### src/rtl/pipe_ctrl_pkg.sv
// Shared constants and types for the pipeline flow controller.
package pipe_ctrl_pkg;

    localparam int NUM_STAGES_DEF     = 5;
    localparam int REDIRECT_STAGE_DEF = 2;
    localparam int MC_LAT_W_DEF       = 4;
    localparam int CNT_W_DEF          = 32;

    // Named stage indices for the default 5-stage layout
    localparam int STG_IF  = 0;
    localparam int STG_ID  = 1;
    localparam int STG_EX  = 2;
    localparam int STG_MEM = 3;
    localparam int STG_WB  = 4;

    // One increment strobe per performance counter
    typedef struct packed {
        logic cycle;
        logic retire;
        logic stall;
        logic flush;
    } perf_inc_t;

endpackage

### src/rtl/pipe_mc_timer.sv
// Multi-cycle op hold timer: holds the redirect stage for L cycles, then
// remembers completion until that instruction leaves the stage.
module pipe_mc_timer
    import pipe_ctrl_pkg::*;
#(
    parameter int MC_LAT_W = MC_LAT_W_DEF
) (
    input  logic                clk,
    input  logic                reset,
    input  logic                start,
    input  logic [MC_LAT_W-1:0] lat,
    input  logic                valid,
    input  logic                advance,
    output logic                hold
);

    logic [MC_LAT_W-1:0] r_cnt;
    logic                r_done;
    logic                w_trig;

    // New op only when idle and not already serviced for this instruction
    assign w_trig = start & valid & ~r_done & (lat != '0) & (r_cnt == '0);
    assign hold   = w_trig | (r_cnt != '0);

    // Countdown and done flag; done is set in the last hold cycle
    always_ff @(posedge clk) begin
        if (reset) begin
            r_cnt  <= '0;
            r_done <= 1'b0;
        end else begin
            if (r_cnt != '0)
                r_cnt <= r_cnt - MC_LAT_W'(1);
            else if (w_trig)
                r_cnt <= lat - MC_LAT_W'(1);

            if ((r_cnt == MC_LAT_W'(1)) || (w_trig && (lat == MC_LAT_W'(1))))
                r_done <= 1'b1;
            else if (advance)
                r_done <= 1'b0;
        end
    end

endmodule

### src/rtl/pipeline_flow_ctrl.sv
// Central stall/flush/valid controller for an N-stage in-order pipeline.
module pipeline_flow_ctrl
    import pipe_ctrl_pkg::*;
#(
    parameter int NUM_STAGES     = NUM_STAGES_DEF,
    parameter int REDIRECT_STAGE = REDIRECT_STAGE_DEF,
    parameter int MC_LAT_W       = MC_LAT_W_DEF,
    parameter int CNT_W          = CNT_W_DEF
) (
    input  logic                  clk,
    input  logic                  reset,
    input  logic                  fetch_valid_i,
    input  logic [NUM_STAGES-1:0] stall_req_i,
    input  logic                  redirect_i,
    input  logic                  mc_start_i,
    input  logic [MC_LAT_W-1:0]   mc_lat_i,
    output logic                  pc_en_o,
    output logic [NUM_STAGES-1:0] stage_en_o,
    output logic [NUM_STAGES-1:0] stage_flush_o,
    output logic [NUM_STAGES-1:0] stage_valid_o,
    output logic                  mc_busy_o,
    output logic                  retire_o,
    output logic [CNT_W-1:0]      perf_cycles_o,
    output logic [CNT_W-1:0]      perf_retired_o,
    output logic [CNT_W-1:0]      perf_stall_o,
    output logic [CNT_W-1:0]      perf_flush_o
);

    localparam int R = REDIRECT_STAGE;

    logic [NUM_STAGES-1:1] r_valid;
    logic [NUM_STAGES-1:0] w_v;
    logic [NUM_STAGES-1:0] w_req_hi;
    logic [NUM_STAGES-1:0] w_eff;
    logic [NUM_STAGES-1:0] w_held;
    logic [NUM_STAGES-1:0] w_en;
    logic [NUM_STAGES-1:0] w_flush;
    logic                  w_mc_hold;
    logic                  w_redir_acc;
    logic                  w_pc_en;
    logic                  w_advance;
    perf_inc_t             w_inc;
    logic [CNT_W-1:0]      r_cycles, r_retired, r_stall, r_flush;

    assign w_v = {r_valid, fetch_valid_i};

    // Requests at or below the redirect stage; these decide whether the redirect is taken
    always_comb begin
        w_req_hi = '0;
        for (int s = R; s < NUM_STAGES; s++)
            w_req_hi[s] = (stall_req_i[s] & w_v[s]) | ((s == R) & w_mc_hold);
    end

    assign w_redir_acc = redirect_i & w_v[R] & ~(|w_req_hi);

    // Younger-stage requests are masked by an accepted redirect
    always_comb begin
        w_eff = w_req_hi;
        for (int s = 0; s < R; s++)
            w_eff[s] = stall_req_i[s] & w_v[s] & ~w_redir_acc;
    end

    assign w_pc_en = ~w_held[0] | w_redir_acc;

    genvar gs;
    generate
        for (gs = 0; gs < NUM_STAGES; gs++) begin : g_stage
            // A hold anywhere downstream freezes this stage too
            assign w_held[gs] = |(w_eff >> gs);
            if (gs == STG_IF) begin : g_fetch
                assign w_en[gs]    = w_pc_en;
                assign w_flush[gs] = 1'b0;
            end else begin : g_body
                assign w_en[gs]    = ~w_held[gs];
                assign w_flush[gs] = w_en[gs] & (w_held[gs-1] | (w_redir_acc & (gs <= R)));
            end
        end
    endgenerate

    // Per-stage valid: hold, insert bubble, or take the upstream valid
    always_ff @(posedge clk) begin
        if (reset) begin
            r_valid <= '0;
        end else begin
            for (int s = 1; s < NUM_STAGES; s++) begin
                if (!w_held[s])
                    r_valid[s] <= w_flush[s] ? 1'b0 : w_v[s-1];
            end
        end
    end

    assign w_advance = w_en[R+1] & ~w_held[R];

    pipe_mc_timer #(.MC_LAT_W(MC_LAT_W)) u_mc_timer (
        .clk     (clk),
        .reset   (reset),
        .start   (mc_start_i),
        .lat     (mc_lat_i),
        .valid   (w_v[R]),
        .advance (w_advance),
        .hold    (w_mc_hold)
    );

    assign w_inc.cycle  = 1'b1;
    assign w_inc.retire = r_valid[NUM_STAGES-1];
    assign w_inc.stall  = w_held[0];
    assign w_inc.flush  = w_redir_acc;

    // Free-running performance counters, wrap naturally
    always_ff @(posedge clk) begin
        if (reset) begin
            r_cycles  <= '0;
            r_retired <= '0;
            r_stall   <= '0;
            r_flush   <= '0;
        end else begin
            r_cycles  <= r_cycles  + CNT_W'(w_inc.cycle);
            r_retired <= r_retired + CNT_W'(w_inc.retire);
            r_stall   <= r_stall   + CNT_W'(w_inc.stall);
            r_flush   <= r_flush   + CNT_W'(w_inc.flush);
        end
    end

    assign pc_en_o        = w_pc_en;
    assign stage_en_o     = w_en;
    assign stage_flush_o  = w_flush;
    assign stage_valid_o  = w_v;
    assign mc_busy_o      = w_mc_hold;
    assign retire_o       = r_valid[NUM_STAGES-1];
    assign perf_cycles_o  = r_cycles;
    assign perf_retired_o = r_retired;
    assign perf_stall_o   = r_stall;
    assign perf_flush_o   = r_flush;

endmodule

### config.mk
export PLATFORM = sky130hd
export DESIGN_NAME = pipeline_flow_ctrl
export DESIGN_NICKNAME = d
export VERILOG_FILES = /design/src/rtl/pipe_ctrl_pkg.sv /design/src/rtl/pipe_mc_timer.sv /design/src/rtl/pipeline_flow_ctrl.sv
export SDC_FILE = /design/constraint.sdc
export NUM_CORES = 1
export LEC_CHECK = 0
export BUFFER_PORTS_ARGS = -buffer_cell sky130_fd_sc_hd__buf_2
export CAP_MARGIN = 10
export CORE_MARGIN = 1.5
export CORE_UTILIZATION = 48
export CTS_CLUSTER_DIAMETER = 50
export CTS_CLUSTER_SIZE = 10
export DETAILED_ROUTE_END_ITERATION = 7
export PLACE_DENSITY = 0.76
export SLEW_MARGIN = 10
export SYNTH_ARGS = -nofsm -noshare
export SYNTH_HDL_FRONTEND = slang
export SYNTH_SLANG_ARGS = --single-unit
### constraint.sdc
create_clock -name clk -period 4.23 [get_ports clk]
set_input_delay 1.269 -clock clk [delete_from_list [all_inputs] [get_ports clk]]
set_output_delay 1.269 -clock clk [all_outputs]
set_load 0.005 [all_outputs]
# --- Word level (Yosys, flattened, before mapping) ---
# Cells that the tools add are included.
totals:
  in_bits: 14
  output_inout_bits: 146
  word_cells: 67
  ff_bits: 137
classes:
  n_reduce_logical: 11
  n_bitwise: 30
  n_mux: 8
  eq_ne: 2
  n_addsub: 6
ops:
  columns: ["operator", "n"]
  rows:
  - ["$add 32x1->32", 3]
  - ["$add 32x1->32 const B", 1]
  - ["$and 1x1->1", 18]
  - ["$eq 4x1->1 const B", 2]
  - ["$mux 4", 2]
  - ["$reduce_bool 4->1", 2]
  - ["$sub 4x1->4 const B", 2]
  - ["$not 1->1", 7]
  - ["$mux 1", 6]
  - ["$or 1x1->1", 5]
  - ["$reduce_or 5->1", 1]
  - ["$logic_not 4->1", 1]
  - ["$reduce_bool 2->1", 2]
  - ["$reduce_or 4->1", 1]
  - ["$reduce_or 3->1", 1]
  - ["$reduce_or 2->1", 1]
  - ["$logic_and 1x1->1", 1]
  - ["$logic_or 1x1->1", 1]

# --- Depth between registers and ports, before layout ---
logic_depth:
  word_depth: 15
  ltp_mapped: 14
  depth_no_buf: 12

# --- Hierarchy ---
# A second synthesis with hierarchy kept.
hier_totals:
  hier_cells: 752
  area_unflattened_um2: 6393.6
by_module_without_submodules:
  columns: ["mod", "cells_per_inst", "seq_area_each_um2", "instances", "area_each_um2"]
  rows:
  - ["pipeline_flow_ctrl", 704, 2642.5, 1, 5969.5]
  - ["pipe_mc_timer", 48, 100.1, 1, 424.2]

# --- Least setup slack after synthesis ---
# OpenSTA, ideal clock, no wires.
synth_path:
  path_type: "input port to flip-flop"
  start: "in mc_lat_i[0]"
  end: "reg r_stall[26], in the netlist perf_stall_o[26]"
  t_required_ps: 4160
  n_path_buf: 1
  t_arrival_ps: 4103
  slack_ps: 56
  stages: 13
  setup_time_ps: 70
  path_cell_list: "inv_1 ha_1 nor3b_1 o211ai_1 a21oi_1 inv_1 ha_1 ha_1 nand2_1 or4_1 buf_2 or4_1 a21oi_1"
synth_between:
  elab_chain_len: 12
  word_cells_on_any_way: 13
  classes_between: "add/sub: 1; bitwise: 9; reduce/logical: 3"
synth_lines:
  columns: ["element", "line_no", "source"]
  rows:
  - ["from (decl)", "pipeline_flow_ctrl.sv:16", "input logic [MC_LAT_W-1:0] mc_lat_i,"]
  - ["$reduce_bool 4->1 (*)", "pipe_mc_timer.sv:22", "assign w_trig = start & valid & ~r_done & (lat != '0) & (r_cnt == '0);"]
  - ["$and 1x1->1 (*) (2 in series)", "pipe_mc_timer.sv:22", null]
  - ["$or 1x1->1 (*)", "pipe_mc_timer.sv:23", "assign hold = w_trig | (r_cnt != '0);"]
  - ["$or 1x1->1 (*)", "pipeline_flow_ctrl.sv:51", "w_req_hi[s] = (stall_req_i[s] & w_v[s]) | ((s == R) & w_mc_hold);"]
  - ["$reduce_or 3->1", "pipeline_flow_ctrl.sv:54", "assign w_redir_acc = redirect_i & w_v[R] & ~(|w_req_hi);"]
  - ["$not 1->1", "pipeline_flow_ctrl.sv:54", null]
  - ["$and 1x1->1", "pipeline_flow_ctrl.sv:54", null]
  - ["$not 1->1", "pipeline_flow_ctrl.sv:60", "w_eff[s] = stall_req_i[s] & w_v[s] & ~w_redir_acc;"]
  - ["$and 1x1->1", "pipeline_flow_ctrl.sv:60", null]
  - ["$reduce_or 5->1 (*)", "pipeline_flow_ctrl.sv:69", "assign w_held[gs] = |(w_eff >> gs);"]
  - ["$add 32x1->32 (*)", "pipeline_flow_ctrl.sv:119", "r_stall <= r_stall + CNT_W'(w_inc.stall);"]
  - ["to (signal assigned)", "pipeline_flow_ctrl.sv:119", null]
  - ["to (decl)", "pipeline_flow_ctrl.sv:43", "logic [CNT_W-1:0] r_cycles, r_retired, r_stall, r_flush;"]
# Every way passes the cells marked *; elsewhere a longest branch is shown, timed or not.
# A chain may end at the register's enable or synchronous reset.

# --- Worst setup path in the final report ---
layout_path:
  start: "in mc_lat_i[0]"
  end: "out stage_flush_o[1]"
layout_between:
  elab_chain_len: 13
  word_cells_on_any_way: 16
  classes_between: "bitwise: 12; reduce/logical: 4"
layout_lines:
  columns: ["element", "line_no", "source"]
  rows:
  - ["$reduce_bool 4->1 (*)", "pipe_mc_timer.sv:22", null]
  - ["$and 1x1->1 (*) (2 in series)", "pipe_mc_timer.sv:22", null]
  - ["$or 1x1->1 (*)", "pipe_mc_timer.sv:23", null]
  - ["$or 1x1->1 (*)", "pipeline_flow_ctrl.sv:51", null]
  - ["$reduce_or 3->1", "pipeline_flow_ctrl.sv:54", null]
  - ["$not 1->1", "pipeline_flow_ctrl.sv:54", null]
  - ["$and 1x1->1", "pipeline_flow_ctrl.sv:54", null]
  - ["$not 1->1", "pipeline_flow_ctrl.sv:60", null]
  - ["$and 1x1->1", "pipeline_flow_ctrl.sv:60", null]
  - ["$reduce_or 5->1 / $reduce_or 4->1 (equally long branches)", "pipeline_flow_ctrl.sv:69", null]
  - ["$or 1x1->1 / $not 1->1 (equally long branches)", "pipeline_flow_ctrl.sv:75, pipeline_flow_ctrl.sv:74", null]
  - ["$and 1x1->1 (*)", "pipeline_flow_ctrl.sv:75", "assign w_flush[gs] = w_en[gs] & (w_held[gs-1] | (w_redir_acc & (gs <= R)));"]
  - ["to (decl)", "pipeline_flow_ctrl.sv:19", "output logic [NUM_STAGES-1:0] stage_flush_o,"]
# Marks and branches as above.

==> summary.md <==
| Metric | Value |
|---|---|
| CTS resizes | 0 |
| Largest buffer count on any clock path | 2 |
| Setup crit end kind | output pin |
| Gr usage total | between 20% and 30% |
| Fraction of layout cells with a size suffix above 1 | 23.72% |
| PD cells | between 400 and 500 mW/mm^2 |
| Fmax | 252.3 MHz |
| Critical path's top delay family | buffers and inverters |
| Input/output buffers | 158 |
| PnR Total Power | 3.395 mW |
| Drt via density | 5.749 |
| Die width | 119.6 um |
| Peak supply drop | 0.2434 mV |
| Clock-pin slew on the worst setup and hold paths | 0.06 ns |
| Clock sink total | about 140 |
| Pin count of the biggest net entering global routing | 77 |
| Fin nets | 948 |
| Final instance area | 0.008212 mm^2 |
| Synth Net Count | slightly below 800 |
| CP bufs+invs | 5 |
| Worst skew pair latency | 0.42 ns |
| Hold buffers post-CTS | 0 |
| WS Path Type | in2out |
| CP max stage cell | nor3b_1 |
| Worst Skew | 0.006924 ns |
| WL final | between 15000 and 20000 um |
| Status | completed |
| Slowest stage delay, CP | 0.26 ns |
| Final Hold Vio Count | 0 |
| Residual DRC | 0 |
| Worst-Margin Slew | 0.6936 ns |
| Final max-slew violation count | 0 |
| Yosys reg bits | 137 |
| Initial Utilization | 49.24% |
| Final Critical Period | 3.964 ns |
| Std cell rows | 42 |
| Cell chain of the critical path | buf_2 -> inv_1 -> ha_1 -> nor3b_1 -> o211ai_1 -> buf_4 -> buf_4 -> a21oi_1 -> buf_2 |
| GRT overflow | 0 |
| Mapped Area | 0.006521 mm^2 |
| Max-capacitance violation count | 0 |
| Netlist cell types | 49 |
| CTS tree | yes |
| Drt wl/cell | 14.29 um |
| Post-DRT Antenna Nets | 0 |
| Lkg Pwr | between 3 and 4 nW |
| Die area | around 0.014 mm^2 |
| Die Span Y | 119.6 um |
| Vias in the first global route | between 5000 and 6000 |
| DP HPWL | 10800 um |
| Final Setup Violations | 0 |
| R2R Setup Slk | 0.88 ns |
| RSZ-0062 raised after global routing | false |
| Setup bufs post-CTS | 0 |
| Crit path DAT | 2.69 ns |
| Crit path launch type | primary input |
| Fin Setup TNS | 0 ns |
| Initial antenna violation count | 0 |
| Post-Synthesis Mean Instance Area | between 8 and 9 um^2 |
| Initial DRC count | 434 |
| Sequential area share after synthesis | 42.06% |
| H-tree levels | 4 |
| Syn. warnings | 0 |
| Top-level port count | 160 |
| Vias | 6399 |
| Core area | 0.01324 mm^2 |
| Clk Tree Root Cell | clkbuf_16 |
| Placement-stage cell area | 0.007557 mm^2 |
| RePlAce Congestion | roughly 0.83 |
| Worst EP required | between 2 and 3 ns |
| Final Cycle Share | 93.71% |
| Slew HR | 53.76% |
| Min-delay worst type | reg2reg |
| Fin cells | between 1000 and 1500 |
| Pre-Repair DR Iteration Count | 5 |
| Cells after Synth | 763 |
| Placed insts | ~1100 |
| Fin util | 62.01% |
| First-pass GRT wire length | 25720 um |
| Synth-to-Final Area Change | 25.92% |
| Crit path max fanout | 7 |
| Num CTS Buffers | 17 |
==> through the flow <==
stage               setup slack [ns]  hold slack (ns)
floorplan                    0.05641           0.4311
finish                        0.2663           0.4766
global route                  0.1176           0.5115
global placement              0.1037           0.4419
CTS                           0.2981           0.4748
detailed placement           0.06501           0.4488
==> flip-flops by register name, summed over array words and instances (netlist names) <==
register / cells
u_mc_timer.r_done: 1
perf_flush_o: 32
r_valid: 4
u_mc_timer.r_cnt: 4
perf_retired_o: 32
perf_cycles_o: 32
perf_stall_o: 32
==> logic make-up (layout without fill, tap and decap cells) <==
kind of cell               count (synthesis)  count (layout)  share of synthesized area, %
and+or+nand+nor                          327             327                         29.28
AOI/OAI and AO/OA                        175             175                         15.98
DFF                                      137             137                         42.06
buffers and inverters                     65             238                         4.202
xor gates and xnor gates                  47              47                         6.312
adders and majority gates                 11              11                         2.110
other                                      1               2                       0.05750
==> routing by layer <==
metal | part of all wire (%) | GRT usage, % | vias to the layer above
met5 | 0 | 0 | -
met4 | 2.0 | 8.854 | 0
met3 | 4.9 | 5.276 | 28
met2 | 46 | 35.09 | 172
met1 | 47 | 27.99 | 3007
li1 | - | - | 3192
==> cell type report <==
cell class / count / area, um^2
Fill cell: 1210 / 5031
Timing Repair Buffer: 179 / 988.4
Clock inverter: 15 / 226.5
Clock buffer: 17 / 425.4
Sequential cell: 137 / 2743
Tap cell: 176 / 220.2
Multi-Input combinational cell: 561 / 3505
Antenna cell: 1 / 2.502
Inverter: 27 / 101.3
==> where the power goes <==
part | switching [mW] | leakage (nW) | internal (mW)
Clock | 0.573 | 0.309 | 1.05
Sequential | 0.0414 | 1.11 | 1.33
Combinational | 0.216 | 1.73 | 0.189
Total | 0.830 | 3.14 | 2.56
==> worst paths after layout <==
check,from,to,cells after the start
max,mc_lat_i[0],stage_flush_o[1],9
min,perf_stall_o[31]$_SDFF_PP0_,perf_stall_o[31]$_SDFF_PP0_,2
max reg2reg,u_mc_timer.r_cnt[0]$_SDFFE_PP0P_,perf_flush_o[31]$_SDFF_PP0_,11
min reg2reg,perf_stall_o[31]$_SDFF_PP0_,perf_stall_o[31]$_SDFF_PP0_,2
==> cells in the mapped netlist, drive strengths merged <==
cell type / count / area (um^2)
a21oi: 85 / 425.4
xor2: 21 / 183.9
buf: 12 / 75.07
nand3b: 1 / 7.510
nand2b: 1 / 6.260
nand4bb: 3 / 33.78
o211ai: 1 / 7.510
nor2b: 8 / 50.05
o21bai: 1 / 7.510
nand4b: 2 / 17.52
conb: 1 / 3.750
a31oi: 2 / 12.51
a211oi: 2 / 15.01
o31ai: 54 / 405.4
clkbuf: 26 / 97.59
inv: 27 / 101.4
nor4: 7 / 43.79
o31a: 1 / 8.760
nand2: 50 / 187.7
o41ai: 1 / 8.760
or3: 25 / 157.6
or4: 61 / 461.7
nor3b: 2 / 15.01
and4: 16 / 141.4
or2: 2 / 12.51
a22oi: 1 / 7.510
nand3: 40 / 210.2
nor2: 51 / 191.4
ha: 11 / 137.6
and3: 8 / 51.30
o21ai: 25 / 125.1
and2: 3 / 18.77
a311oi: 1 / 8.760
or3b: 1 / 8.760
xnor2: 26 / 227.7
dfxtp: 137 / 2743
nor3: 12 / 60.06
a222oi: 1 / 10.01
nand4: 34 / 234.0
==> layout by cell type, fill, tap and decap left out, types with 15 or more instances in the layout <==
cell	instances
o31ai_1	54
nand3_1	38
inv_1	27
dfxtp_1	137
nand4_1	32
nor2_1	51
o21ai_0	25
xnor2_1	26
a21oi_1	85
buf_4	19
clkbuf_16	17
xor2_1	21
and4_1	15
buf_2	157
or4_1	60
or3_1	24
nand2_1	50
==> worst register-to-register path, stage by stage (launching register included) <==
cell	delay, ns
dfxtp_1	0.36
inv_1	0.07
ha_1	0.28
nor3b_1	0.46
o211ai_1	0.18
buf_4	0.20
nor2_1	0.16
ha_1	0.20
nand3_1	0.11
or4_1	0.61
or4_1	0.51
a21oi_1	0.14
(Power assumes the default switching activity.)
